[src/rtl/cache_port_arbiter.sv]
// -----------------------------------------------------------------------------
// cache_port_arbiter
//
// Shares a single cache controller between two requesters: port 0 (instruction
// fetch) and port 1 (load/store unit). Contested requests are resolved
// round-robin against the last port that was served. Each transaction walks
// IDLE -> ISSUE -> WAIT -> RESP. WAIT holds the cache command until c_done or
// until a watchdog expires after TIMEOUT cycles. Saturating hit/miss counters
// record every transaction the cache completes.
//
// Ports:
//   clk, reset                 clock, asynchronous active-high reset
//   req0/we0/addr0/wdata0      port 0 request (held until ack0), write flag,
//                              address, write data
//   ack0/rdata0/err0           port 0 one-cycle completion pulse, read data and
//                              timeout flag (both held until the next ack0)
//   req1 .. err1               same set for port 1
//   c_read/c_write             command strobes to the cache, held through WAIT
//   c_addr/c_wdata             cache address / write data (0 when idle)
//   c_rdata/c_done/c_hit       cache read data, completion pulse, hit flag
//   busy                       high whenever a transaction is in flight
//   hit_cnt/miss_cnt           saturating completed-hit / completed-miss counts
// -----------------------------------------------------------------------------
module cache_port_arbiter #(
    parameter int ADDR_W  = 9,
    parameter int DATA_W  = 64,
    parameter int TIMEOUT = 255,
    parameter int CNT_W   = 16
) (
    input  logic              clk,
    input  logic              reset,

    input  logic              req0,
    input  logic              we0,
    input  logic [ADDR_W-1:0] addr0,
    input  logic [DATA_W-1:0] wdata0,
    output logic              ack0,
    output logic [DATA_W-1:0] rdata0,
    output logic              err0,

    input  logic              req1,
    input  logic              we1,
    input  logic [ADDR_W-1:0] addr1,
    input  logic [DATA_W-1:0] wdata1,
    output logic              ack1,
    output logic [DATA_W-1:0] rdata1,
    output logic              err1,

    output logic              c_read,
    output logic              c_write,
    output logic [ADDR_W-1:0] c_addr,
    output logic [DATA_W-1:0] c_wdata,
    input  logic [DATA_W-1:0] c_rdata,
    input  logic              c_done,
    input  logic              c_hit,

    output logic              busy,
    output logic [CNT_W-1:0]  hit_cnt,
    output logic [CNT_W-1:0]  miss_cnt
);

    // Wide enough to hold TIMEOUT itself, so the incremented timer never wraps
    // before the watchdog comparison fires.
    localparam int TMR_W = $clog2(TIMEOUT + 1);

    typedef enum logic [1:0] {
        S_IDLE  = 2'd0,
        S_ISSUE = 2'd1,
        S_WAIT  = 2'd2,
        S_RESP  = 2'd3
    } state_t;

    // Counter increment that sticks at all-ones instead of wrapping.
    function automatic logic [CNT_W-1:0] sat_inc(input logic [CNT_W-1:0] v);
        return (&v) ? v : v + CNT_W'(1);
    endfunction

    // -------------------------------------------------------------------------
    // State and control registers
    // -------------------------------------------------------------------------
    state_t             state_q, state_d;
    logic               gnt_q,   gnt_d;    // port id of the transaction in flight
    logic               last_q,  last_d;   // port id served most recently
    logic [TMR_W-1:0]   tmr_q,   tmr_d;

    // Transaction snapshot taken at grant time; never reset because nothing
    // observes it outside ISSUE/WAIT.
    logic               we_q;
    logic [ADDR_W-1:0]  addr_q;
    logic [DATA_W-1:0]  wdata_q;

    // Response registers and statistics.
    logic [DATA_W-1:0]  rdata0_q, rdata1_q;
    logic               err0_q,   err1_q;
    logic [CNT_W-1:0]   hit_q,    miss_q;

    // Decode strobes from the next-state logic.
    logic               grant_en;
    logic               done_ok;
    logic               tmo;
    logic [TMR_W-1:0]   tmr_inc;
    logic [DATA_W-1:0]  resp_data;
    logic               cmd_active;

    assign tmr_inc = tmr_q + TMR_W'(1);

    // -------------------------------------------------------------------------
    // Next-state logic
    // -------------------------------------------------------------------------
    always_comb begin
        state_d  = state_q;
        gnt_d    = gnt_q;
        last_d   = last_q;
        tmr_d    = tmr_q;
        grant_en = 1'b0;
        done_ok  = 1'b0;
        tmo      = 1'b0;

        case (state_q)
            S_IDLE: begin
                if (req0 || req1) begin
                    grant_en = 1'b1;
                    state_d  = S_ISSUE;
                    // Contest goes to the port that was not served last;
                    // otherwise the lone requester wins.
                    if (req0 && req1) begin
                        gnt_d = ~last_q;
                    end else begin
                        gnt_d = req1;
                    end
                end
            end

            S_ISSUE: begin
                tmr_d   = '0;
                state_d = S_WAIT;
            end

            S_WAIT: begin
                tmr_d = tmr_inc;
                // c_done takes priority over a watchdog expiring in the
                // same cycle.
                if (c_done) begin
                    done_ok = 1'b1;
                    state_d = S_RESP;
                end else if (tmr_inc == TMR_W'(TIMEOUT)) begin
                    tmo     = 1'b1;
                    state_d = S_RESP;
                end
            end

            S_RESP: begin
                last_d  = gnt_q;
                state_d = S_IDLE;
            end

            default: begin
                state_d = S_IDLE;
            end
        endcase
    end

    // Writes return zero data; an aborted transaction also returns zero.
    assign resp_data = (done_ok && !we_q) ? c_rdata : '0;

    // -------------------------------------------------------------------------
    // Control state, responses and counters (asynchronous reset)
    // -------------------------------------------------------------------------
    always_ff @(posedge clk or posedge reset) begin
        if (reset) begin
            state_q  <= S_IDLE;
            gnt_q    <= 1'b0;
            last_q   <= 1'b1;   // port 0 wins the first contest
            tmr_q    <= '0;
            rdata0_q <= '0;
            rdata1_q <= '0;
            err0_q   <= 1'b0;
            err1_q   <= 1'b0;
            hit_q    <= '0;
            miss_q   <= '0;
        end else begin
            state_q <= state_d;
            gnt_q   <= gnt_d;
            last_q  <= last_d;
            tmr_q   <= tmr_d;

            // Response registers load on the WAIT->RESP edge, so the new
            // value appears exactly in the ack cycle and then holds.
            if (done_ok || tmo) begin
                if (gnt_q) begin
                    rdata1_q <= resp_data;
                    err1_q   <= tmo;
                end else begin
                    rdata0_q <= resp_data;
                    err0_q   <= tmo;
                end
            end

            if (done_ok) begin
                if (c_hit) begin
                    hit_q <= sat_inc(hit_q);
                end else begin
                    miss_q <= sat_inc(miss_q);
                end
            end
        end
    end

    // -------------------------------------------------------------------------
    // Request snapshot; later changes on the requester side are ignored
    // -------------------------------------------------------------------------
    always_ff @(posedge clk) begin
        if (grant_en) begin
            we_q    <= gnt_d ? we1    : we0;
            addr_q  <= gnt_d ? addr1  : addr0;
            wdata_q <= gnt_d ? wdata1 : wdata0;
        end
    end

    // -------------------------------------------------------------------------
    // Outputs
    // -------------------------------------------------------------------------
    // Commands are decoded straight from the state register so that an
    // asynchronous reset drops them in the same cycle.
    assign cmd_active = (state_q == S_ISSUE) || (state_q == S_WAIT);

    assign c_read   = cmd_active && !we_q;
    assign c_write  = cmd_active &&  we_q;
    assign c_addr   = cmd_active ? addr_q  : '0;
    assign c_wdata  = cmd_active ? wdata_q : '0;

    assign ack0     = (state_q == S_RESP) && !gnt_q;
    assign ack1     = (state_q == S_RESP) &&  gnt_q;
    assign rdata0   = rdata0_q;
    assign rdata1   = rdata1_q;
    assign err0     = err0_q;
    assign err1     = err1_q;

    assign busy     = (state_q != S_IDLE);
    assign hit_cnt  = hit_q;
    assign miss_cnt = miss_q;

endmodule

[config.mk]
export PLATFORM = sky130hd
export DESIGN_NAME = cache_port_arbiter
export DESIGN_NICKNAME = d
export VERILOG_FILES = /design/src/rtl/cache_port_arbiter.sv
export SDC_FILE = /design/constraint.sdc
export NUM_CORES = 1
export LEC_CHECK = 0
export ABC_AREA = 1
export CORE_AREA = 5 5 174 176
export CTS_CLUSTER_SIZE = 30
export DETAILED_ROUTE_END_ITERATION = 12
export DIE_AREA = 0 0 179 181
export GPL_TIMING_DRIVEN = 1
export PLACE_DENSITY = 0.74
export SKIP_CTS_REPAIR_TIMING = 1
export SYNTH_ARGS = -nofsm -noshare
export SYNTH_HDL_FRONTEND = slang
export SYNTH_SLANG_ARGS = --single-unit
export TNS_END_PERCENT = 10
[constraint.sdc]
create_clock -name clk -period 7 [get_ports clk]
set_input_delay 1.75 -clock clk [delete_from_list [all_inputs] [get_ports clk]]
set_output_delay 1.75 -clock clk [all_outputs]
set_load 0.01 [all_outputs]
==> results.yml <==
synth:
  synth_edf_count: 74
  synth_cell_type_count: 28
  syn_inst: 1378
  ys_seq_elements: 248
  yosysWarningCount: 0
  syn_area_mm2: 0.0116
  yosysSeqAreaShare_pct: 56.8
  synth.avg_cell_area_um2: 8.41
  synthArstFlopShare_pct: 70.2
  synth_ff_type: "dfrtp_1"
  synth_nets: 1603
floorplan:
  num_rows: 62
  io_pins: 458
  die_area_mm2: 0.0324
  initial_core_util_pct: 40.7
  core_mm2: 0.0285
  die_h_um: 181
  die_w_um: 179
routing:
  ant_nets: 0
  via_per_inst: 5.00
  drt_pass1_iterations: 5
  drt_iter0_markers: 811
  drc: 0
  wl_per_cell_um: 18.3
  totalWireLength_mm: 40.3
  vias: 11000
grt:
  grt_overflow: 0
  grt_pass1_wl_mm: 61.7
  grt_max_degree: 92
  first_global_vias: 10800
  antenna_found_initial: 5
  track_usage_pct: 24.0
critical_path:
  crit_type: "reg2out"
  cp_data_required_time_ns: 5.25
  start_kind: "register"
  r2r_start: "gnt_q"
  r2r.worst_path.cells: 8
  r2r_slack_ns: 4.12
  end_kind: "output port"
  reg2reg_to: "wdata_q[36]"
  critPathLaunch: "state_q[1]"
  worstPathMaxFanout: 74
  cp-endpoint: "c_write"
  cp_data_arrival_time_ns: 2.95
timing:
  fin_skew_ns: 0.0100
  max_freq_mhz: 213
  worst_slack_ns: 2.30
  setup_viol: 0
  hold_violations: 0
  maxSlewHeadroom_pct: 27.1
  slew_viol_final: 0
  timing.final.crit_share_pct: 67.1
  rsz0062_at_grt: "no"
  worst-slew-pin-transition_ns: 1.09
  min_period_ns: 4.70
  tns_ns: 0
final_layout:
  drive_above_1_share_pct: 4.14
  syn_to_final_growth_pct: 49.3
  layout_common_cells: "nand2_1, clkdlybuf4s50_1, dfrtp_1, nand4_1, inv_1"
  final_common_cell: "nand2_1"
  nets: 2016
placed_design:
  pre_cts_slack_ns: 2.81
  finalWeightedCongestion: 0.860
  io_buffers: 457
  hpwlAfterDp_mm: 29.1
clocking:
  clk_latency_ns: 0.53
  tritoncts: "built"
  root_buffer: "clkbuf_16"
  clock_sinks: 248
  clk_pin_slew_ns: 0.06
  h-tree-depth: 1
  cts_inserted_buffers: 28
  clockBufferDepth: 3
power_and_ir_drop:
  ir_drop_uv: 266
  p_leak_nw: 8.28
  powerDensity_mw_per_mm2: 440
hold_path:
  hp-start: "rdata0[58]"
  min-delay-path-class: "reg2reg"
  hold_depth: 2
run_status:
  outcome: "finished clean"
job:
  max_cap_violations: 0
-- Yosys cell counts, types with 2 or more instances --
cell	count	area, um2
buf_1	2	7.51
buf_2	6	30.0
buf_6	12	135
clkbuf_1	66	248
dfrtp_1	173	4330
edfxtp_1	74	2220
ha_1	7	87.6
inv_1	119	447
nand2_1	656	2460
nand3_1	18	90.1
nand3b_1	3	22.5
nand4_1	135	845
nor2_1	26	97.6
nor2_2	2	12.5
nor3_1	12	60.1
o21ai_0	18	90.1
o21ai_1	7	35.0
o22ai_1	5	31.3
xnor2_1	9	78.8
xor2_1	20	175
-- cell type report --
| class | count | area, um2 |
|---|---|---|
| fillers | 2443 | 11200 |
| flip-flops and latches | 248 | 6580 |
| repair buffers | 469 | 4660 |
| multi-input cells | 924 | 4150 |
| clock buffers | 43 | 890 |
| well taps | 384 | 480 |
| inverters | 120 | 458 |
| clock inverters | 7 | 63.8 |
| diodes | 4 | 10.0 |
-- kinds of logic (layout without fill, tap and decap cells) --
logic type                 after synthesis  count (layout)  synth area share [%]
other                                    0               4                     0
AOI/OAI and AO/OA                       32              32                  1.49
adders and majority gates                7               7                 0.756
xor gates and xnor gates                29              29                  2.19
buffers and inverters                  206             639                  7.52
DFF                                    248             248                  56.8
and+or+nand+nor                        856             856                  31.3
-- where the power goes --
part | switching (mW) | total (mW) | internal [mW]
clock | 0.583 | 1.49 | 0.906
combinational | 2.07 | 3.68 | 1.61
sequential | 0.310 | 2.45 | 2.14
total | 2.96 | 7.61 | 4.65
-- how the worst min path moves through the flow --
stage | end | slack [ns]
final | rdata0[58] | 0.47
after floorplan | last_q | 0.46
after global placement | err1 | 0.45
after global routing | rdata1[33] | 0.49
after CTS | rdata1[33] | 0.47
after detailed placement | rdata1[32] | 0.46
-- flip-flops by register name (all words and copies together), names as in the netlist --
name,flops
rdata0,64
rdata1,64
wdata_q,64
hit_cnt,16
miss_cnt,16
addr_q,9
tmr_q,8
state_q,2
err0,1
err1,1
gnt_q,1
last_q,1
we_q,1
-- routing by layer --
| layer | vias up | GRT usage (%) | routed length (um) |
|---|---|---|---|
| met1 | 5184 | 28.6 | 15100 |
| met3 | 93 | 7.00 | 3660 |
| li1 | 5239 | - | - |
| met4 | 2 | 9.36 | 1780 |
| met5 | - | 0 | 5 |
| met2 | 475 | 40.7 | 19800 |
-- critical path, stage by stage, from the launching register on --
cell and delay [ns]:
dfrtp_1 0.39, inv_1 0.06, ha_2 0.41, buf_4 0.64
nand2_1 0.20, inv_1 0.14, clkdlybuf4s50_1 0.56
-- stage by stage --
step	hold WS (ns)	utilization (%)	power (mW)	cell area [um2]	cells
2_1_floorplan	0.459	-	4.16	11600	1378
3_3_place_gp	0.452	57.4	6.09	16300	2145
3_5_place_dp	0.457	57.4	6.14	16300	2145
4_1_cts	0.472	60.7	7.66	17300	2195
5_1_grt	0.490	60.8	8.09	17300	2199
6_report	0.468	60.8	7.61	17300	2199
No activity file was read; power rests on OpenSTA's default activity.
